[config.mk]
export PLATFORM = sky130hd
export DESIGN_NAME = bcd_seq_ctrl
export DESIGN_NICKNAME = d
export VERILOG_FILES = /design/src/rtl/bcd_seq_ctrl.sv
export SDC_FILE = /design/constraint.sdc
export NUM_CORES = 1
export LEC_CHECK = 0
export ABC_CLOCK_PERIOD_IN_PS = 2100
export BUFFER_PORTS_ARGS = -buffer_cell sky130_fd_sc_hd__buf_4
export CORE_MARGIN = 8
export CORE_UTILIZATION = 36
export DETAILED_ROUTE_END_ITERATION = 7
export PLACE_DENSITY = 0.65
export SYNTH_ARGS = -nofsm -noshare
export SYNTH_HDL_FRONTEND = slang
export SYNTH_SLANG_ARGS = --single-unit
[constraint.sdc]
create_clock -name i_clk -period 2.1 [get_ports i_clk]
set_input_delay 0.42 -clock i_clk [delete_from_list [all_inputs] [get_ports i_clk]]
set_output_delay 0.42 -clock i_clk [all_outputs]
set_load 0.02 [all_outputs]
[src/rtl/bcd_seq_ctrl.sv]
// Two-requester binary-to-BCD converter: an arbiter feeds a sequential double-dabble engine.
// Define BCD_SEQ_RR_EN for round-robin arbitration; otherwise requester 0 has fixed priority.
module bcd_seq_ctrl #(
  parameter int unsigned BIN_W = 8,
  parameter int unsigned DIG   = 3
) (
  input  logic               i_clk,
  input  logic               i_rst_n,
  input  logic               i_req0_valid,
  input  logic [BIN_W-1:0]   i_req0_bin,
  output logic               o_req0_ready,
  input  logic               i_req1_valid,
  input  logic [BIN_W-1:0]   i_req1_bin,
  output logic               o_req1_ready,
  output logic               o_rsp_valid,
  output logic [4*DIG-1:0]   o_rsp_bcd,
  output logic               o_rsp_id,
  input  logic               i_rsp_ready,
  output logic               o_busy
);

  localparam int unsigned BCD_W = 4 * DIG;
  localparam int unsigned CNT_W = $clog2(BIN_W + 1);
  localparam int unsigned SH_W  = BCD_W + BIN_W;

  localparam logic [1:0] ST_IDLE  = 2'd0;
  localparam logic [1:0] ST_SHIFT = 2'd1;
  localparam logic [1:0] ST_DONE  = 2'd2;

  logic [1:0]       state_q, state_d;
  logic [BIN_W-1:0] bin_q, bin_d;
  logic [BCD_W-1:0] bcd_q, bcd_d;
  logic [CNT_W-1:0] cnt_q, cnt_d;
  logic             id_q, id_d;

  logic             idle;
  logic             grant0, grant1;
  logic [BCD_W-1:0] bcd_adj;
  logic [SH_W-1:0]  shifted;

  assign idle = (state_q == ST_IDLE);

`ifdef BCD_SEQ_RR_EN
  // last_q remembers the most recent grant; on a tie the other requester wins
  logic last_q, last_d;

  always_comb begin
    grant0 = 1'b0;
    grant1 = 1'b0;
    if (idle) begin
      if (i_req0_valid && i_req1_valid) begin
        grant0 = last_q;
        grant1 = !last_q;
      end else begin
        grant0 = i_req0_valid;
        grant1 = i_req1_valid;
      end
    end
  end

  always_comb begin
    last_d = last_q;
    if (grant0 || grant1) last_d = grant1;
  end

  always_ff @(posedge i_clk or negedge i_rst_n) begin
    if (!i_rst_n) last_q <= 1'b1;
    else          last_q <= last_d;
  end
`else
  always_comb begin
    grant0 = idle && i_req0_valid;
    grant1 = idle && !i_req0_valid && i_req1_valid;
  end
`endif

  // Readies are masked by reset so every output is low while reset is held
  assign o_req0_ready = i_rst_n && grant0;
  assign o_req1_ready = i_rst_n && grant1;

  // Double-dabble step: correct digits >= 5, then shift {bcd, bin} left by one
  always_comb begin
    bcd_adj = bcd_q;
    for (int i = 0; i < int'(DIG); i++) begin
      if (bcd_q[4*i +: 4] >= 4'd5) bcd_adj[4*i +: 4] = bcd_q[4*i +: 4] + 4'd3;
    end
  end

  assign shifted = {bcd_adj, bin_q} << 1;

  always_comb begin
    state_d = state_q;
    bin_d   = bin_q;
    bcd_d   = bcd_q;
    cnt_d   = cnt_q;
    id_d    = id_q;
    case (state_q)
      ST_IDLE: begin
        if (grant0 || grant1) begin
          bin_d   = grant1 ? i_req1_bin : i_req0_bin;
          id_d    = grant1;
          bcd_d   = '0;
          cnt_d   = CNT_W'(BIN_W);
          state_d = ST_SHIFT;
        end
      end
      ST_SHIFT: begin
        bcd_d = shifted[SH_W-1:BIN_W];
        bin_d = shifted[BIN_W-1:0];
        cnt_d = cnt_q - CNT_W'(1);
        if (cnt_q == CNT_W'(1)) state_d = ST_DONE;
      end
      ST_DONE: begin
        if (i_rsp_ready) state_d = ST_IDLE;
      end
      default: state_d = ST_IDLE;
    endcase
  end

  always_ff @(posedge i_clk or negedge i_rst_n) begin
    if (!i_rst_n) begin
      state_q <= ST_IDLE;
      bin_q   <= '0;
      bcd_q   <= '0;
      cnt_q   <= '0;
      id_q    <= 1'b0;
    end else begin
      state_q <= state_d;
      bin_q   <= bin_d;
      bcd_q   <= bcd_d;
      cnt_q   <= cnt_d;
      id_q    <= id_d;
    end
  end

  // Result fields are exposed only while DONE
  assign o_rsp_valid = (state_q == ST_DONE);
  assign o_busy      = (state_q == ST_SHIFT) || (state_q == ST_DONE);
  assign o_rsp_bcd   = o_rsp_valid ? bcd_q : '0;
  assign o_rsp_id    = o_rsp_valid && id_q;

endmodule

==> results.md <==
- After detailed routing, the number of remaining DRC violations is 0.
- In this run the deepest clock path goes through 2 buffers.
- The switching power as a share of total power is 43.3%.
- The start-to-end type of the worst setup path is reg2out.
- In this run the worst path has a maximum fanout of 15.
- After detailed routing, the number of vias per cell comes to 5.16.
- The non-filler instance count after layout is 272.
- Broken down by cell family, the worst path's largest delay share belongs to flip-flops.
- The count of buffers added on input and output ports is 37.
- After the first detailed-routing iteration, the DRC count stood at 46.
- The library cell occupying the most area in the post-synthesis netlist is dfrtp_1.
- The sum of overflow across all layers after global routing is 0.
- Counting the buffers created by CTS gives 3.
- Across the VDD grid, the largest voltage drop is 0.677 mV.
- The share of total power in combinational logic is 54.7%.
- The total track usage is 11.0%.
- The share of synthesized area occupied by flip-flops and latches is 39.1%.
- The part of the total power dissipated in the clock network is 11.8%.
- For the worst setup path, the data arrival time is 1.53 ns.
- The synthesized design contains 27 register bits.
- The reported max-cap violation count is 0.
- The cell leakage power is 1.00 nW.
- The global placer's final weighted congestion is 0.775.
- The fmax is 512 MHz.
- The analysis attributes to net switching a power of 1.10 mW.
- In the final routed layout, each cell accounts on average for 13.7 µm.
- From synthesis to final layout, the design area changed by 22.4%.
- The nature of the critical path endpoint is an output pin.
- Measured along the x axis, the die boundary spans 85.3 µm.
- Summing the areas of all and, or, nand and nor instances in the mapped netlist gives 19.1% of the synthesized area.
- Counting I/O delays and the setup requirement, the final critical path takes 1.95 ns.
- The slowest stage cell on the critical path is dfrtp_1.
- The tightest hold path in the finished design has a slack of 0.00374 ns.
- The I/O pin total is 38.
- The routed length on met3 is 206 µm.
- The number of core rows is 25.
- In this run the tightest slew margin relative to its limit is 67.7%.
- The initial antenna violation count is 0.
- Clock tree synthesis found a total of 27 sinks.
- Counting distinct cell types in the post-synthesis netlist gives 35.
- For this run, the post-layout net count is 253.
- In this run the power density over the cells is 1200 nW/µm².
- The area of the core is 4660 µm².
- The total detailed-routing wirelength is 3.72 mm.
- The most used flip-flop cell after synthesis is dfrtp_1.
- The cell-internal power is 1.44 mW.
- The clock reaches the later pin of the worst-skew pair after 0.27 ns.
- The delay of the slowest critical-path stage is 0.42 ns.
- TritonCTS built the clock tree.
- In the synthesized netlist the async set-or-reset flop fraction comes to 100%.
- The average size of a mapped cell is 9.49 µm².
- The post-route netlist has 27.5% of its cells at a drive strength greater than 1.
- The required time at the endpoint of the critical path is 1.68 ns.
- Summing the areas of all compound-gate instances in the mapped netlist gives 18.2% of the synthesized area.
- The routed length on met1 is 1.73 mm.
- The buffering stage count on the worst path with inverters included is 2.
- After detailed routing, the met2 layer carries 1.76 mm of wire.
- The half-perimeter wire length of the detailed placement result is 2.83 mm.
- By area, the combinational part of the netlist is dominated by simple AND/OR/NAND/NOR gates.
- The number of pins exceeding their max-slew limit in the final report is 0.
- The count of antenna-violating nets left after detailed routing is 0.
- For the pin with the worst max-slew slack, the measured transition is 0.484 ns.
- The initial standard-cell utilization of the core is 37.0%.
- Setup repair after global routing left no endpoint under its margin.
- In this run the number of H-tree levels came out at 1.
- The portion of the clock cycle consumed by the worst path in the final layout is 93.0%.
- Traced cell by cell, the critical path runs through inv_1 > ha_2 > and2_1 > buf_4.
- The count of flip-flops with a built-in enable after synthesis is 0.
- The placed instance count is 268.
- 0 antenna diodes ended up in the layout.
- The clock transition at the registers of the reported paths is 0.09 ns.
- The internal reg-to-reg setup slack is 0.30 ns.
- The die footprint is 7270 µm².
- The synthesized net count is 216.
- The synthesized-area fraction occupied by adder cells is 9.42%.
- The launch instance of the worst register-to-register path is state_q[0].
- The top routing layer in use is met4.
- In the post-synthesis netlist, the biggest area contributors are dfrtp_1 (39%), ha_1 (9.4%), o21ai_0 (5.5%), mux2_2 (5.2%), and2_1 (4.7%).
- The overall via count from detail_route is 1403.
- STA classifies the critical path startpoint as a register.
- The register share of total power is 33.5%.
- The xor and xnor fraction of the mapped netlist area is 1.52%.
- The synthesized area is 1730 µm².
- The Yosys step of the flow raised 0 warnings.
- The root buffer selected by CTS is clkbuf_8.
- The via count of the first global-routing pass was 1434.
- The count of TritonRoute iterations in the first routing pass is 4.
- Entering global routing, the biggest net connects 19 pins.
- The area fraction of the dominant cell type after synthesis is 39.1%.
- The buffer count from post-CTS setup fixing is 0.
- The number of failing hold endpoints at the final stage is 0.
- Multiplexer cells account for 6.96% of the synthesized area.
- The launching instance or port of the critical path is state_q[0].
- For the final database, setup skew stands at 0.00176 ns.
- The path class of the tightest hold or removal check is in2async.
- In the final timing run, aggregate negative setup slack is 0 ns.
- The run finished with clean final reports.
- The post-synthesis cell count is 182.
- The first global-routing pass estimated 6.67 mm of wire.
- The die height is 85.3 µm.
- The count of final setup violators is 0.
[per-stage QoR]
step / instance area, µm² / worst slack, ns / utilization (%) / total power, mW
global placement: 2040 / 0.215 / 43.9 / 2.20
global route: 2110 / 0.0282 / 45.3 / 2.81
finish: 2110 / 0.148 / 45.3 / 2.53
floorplan: 1730 / 0.355 / - / 1.87
detailed placement: 2040 / 0.155 / 43.9 / 2.22
CTS: 2090 / 0.0235 / 44.9 / 2.53
[cells by family after synthesis]
logic type | after synthesis
AO/OA/AOI/OAI | 51
multiplexers | 11
AND/OR/NAND/NOR | 56
buffers and inverters | 21
XOR/XNOR | 3
flip-flops | 27
adder cells (fa/ha/maj) | 13
[flip-flops by register name, indices dropped and copies added (netlist names)]
name     cells
bin_q        8
state_q      2
id_q         1
cnt_q        4
bcd_q       12
[area by class of cell]
| class | count | area [µm²] |
|---|---|---|
| Clock buffer | 4 | 45.0 |
| Fill cell | 460 | 2550 |
| Inverter | 13 | 48.8 |
| Multi-Input combinational cell | 134 | 976 |
| Sequential cell | 27 | 676 |
| Tap cell | 54 | 67.6 |
| Timing Repair Buffer | 40 | 300 |
[cells in the final DEF (no fill, tap or decap), types with 4 or more instances in the layout]
| master | count |
|---|---|
| o22ai_1 | 6 |
| nor3b_1 | 4 |
| nand2_1 | 14 |
| a32o_1 | 4 |
| mux2_2 | 8 |
| ha_1 | 11 |
| buf_4 | 40 |
| dfrtp_1 | 27 |
| nor2_1 | 12 |
| inv_1 | 12 |
| o21ai_0 | 19 |
| a21oi_1 | 10 |
| and2_1 | 13 |
[routing by layer]
metal / track usage [%] / vias up
met2: 18.0 / 28
met5: 0 / -
li1: - / 710
met1: 14.0 / 663
met4: 1.43 / 0
met3: 3.76 / 2
[repair_timing]
| action | CTS | global route |
|---|---|---|
| hold buffers | 0 | 0 |
| endpoints found under the setup margin | 1 | 14 |
| resized for setup | 1 | 3 |
[final timing paths]
path	to	depth (start not counted)
max in group asynchronous	bin_q[4]	2
min	bcd_q[1]	1
max	o_rsp_bcd[3]	4
min in group i_clk	id_q	2
min reg2reg	bin_q[3]	2
max reg2reg	state_q[1]	5
[power groups by stage]
| stage | clock network [mW] | logic, mW | registers (mW) |
|---|---|---|---|
| floorplan | 0 | 1.06 | 0.818 |
| global placement | 0 | 1.34 | 0.858 |
| detailed placement | 0 | 1.36 | 0.859 |
| CTS | 0.308 | 1.37 | 0.848 |
| global route | 0.333 | 1.59 | 0.883 |
| finish | 0.299 | 1.39 | 0.849 |
[cells in the mapped netlist (4+ instances only)]
master   number
a21oi_1      10
nor3b_1       4
o21ai_0      19
dfrtp_1      27
nor2_1       12
mux2_2        8
a32o_1        4
o22ai_1       6
and2_1       13
ha_1         13
nand2_1      14
inv_1        12
Note: power is estimated with default switching activity, not from simulation.
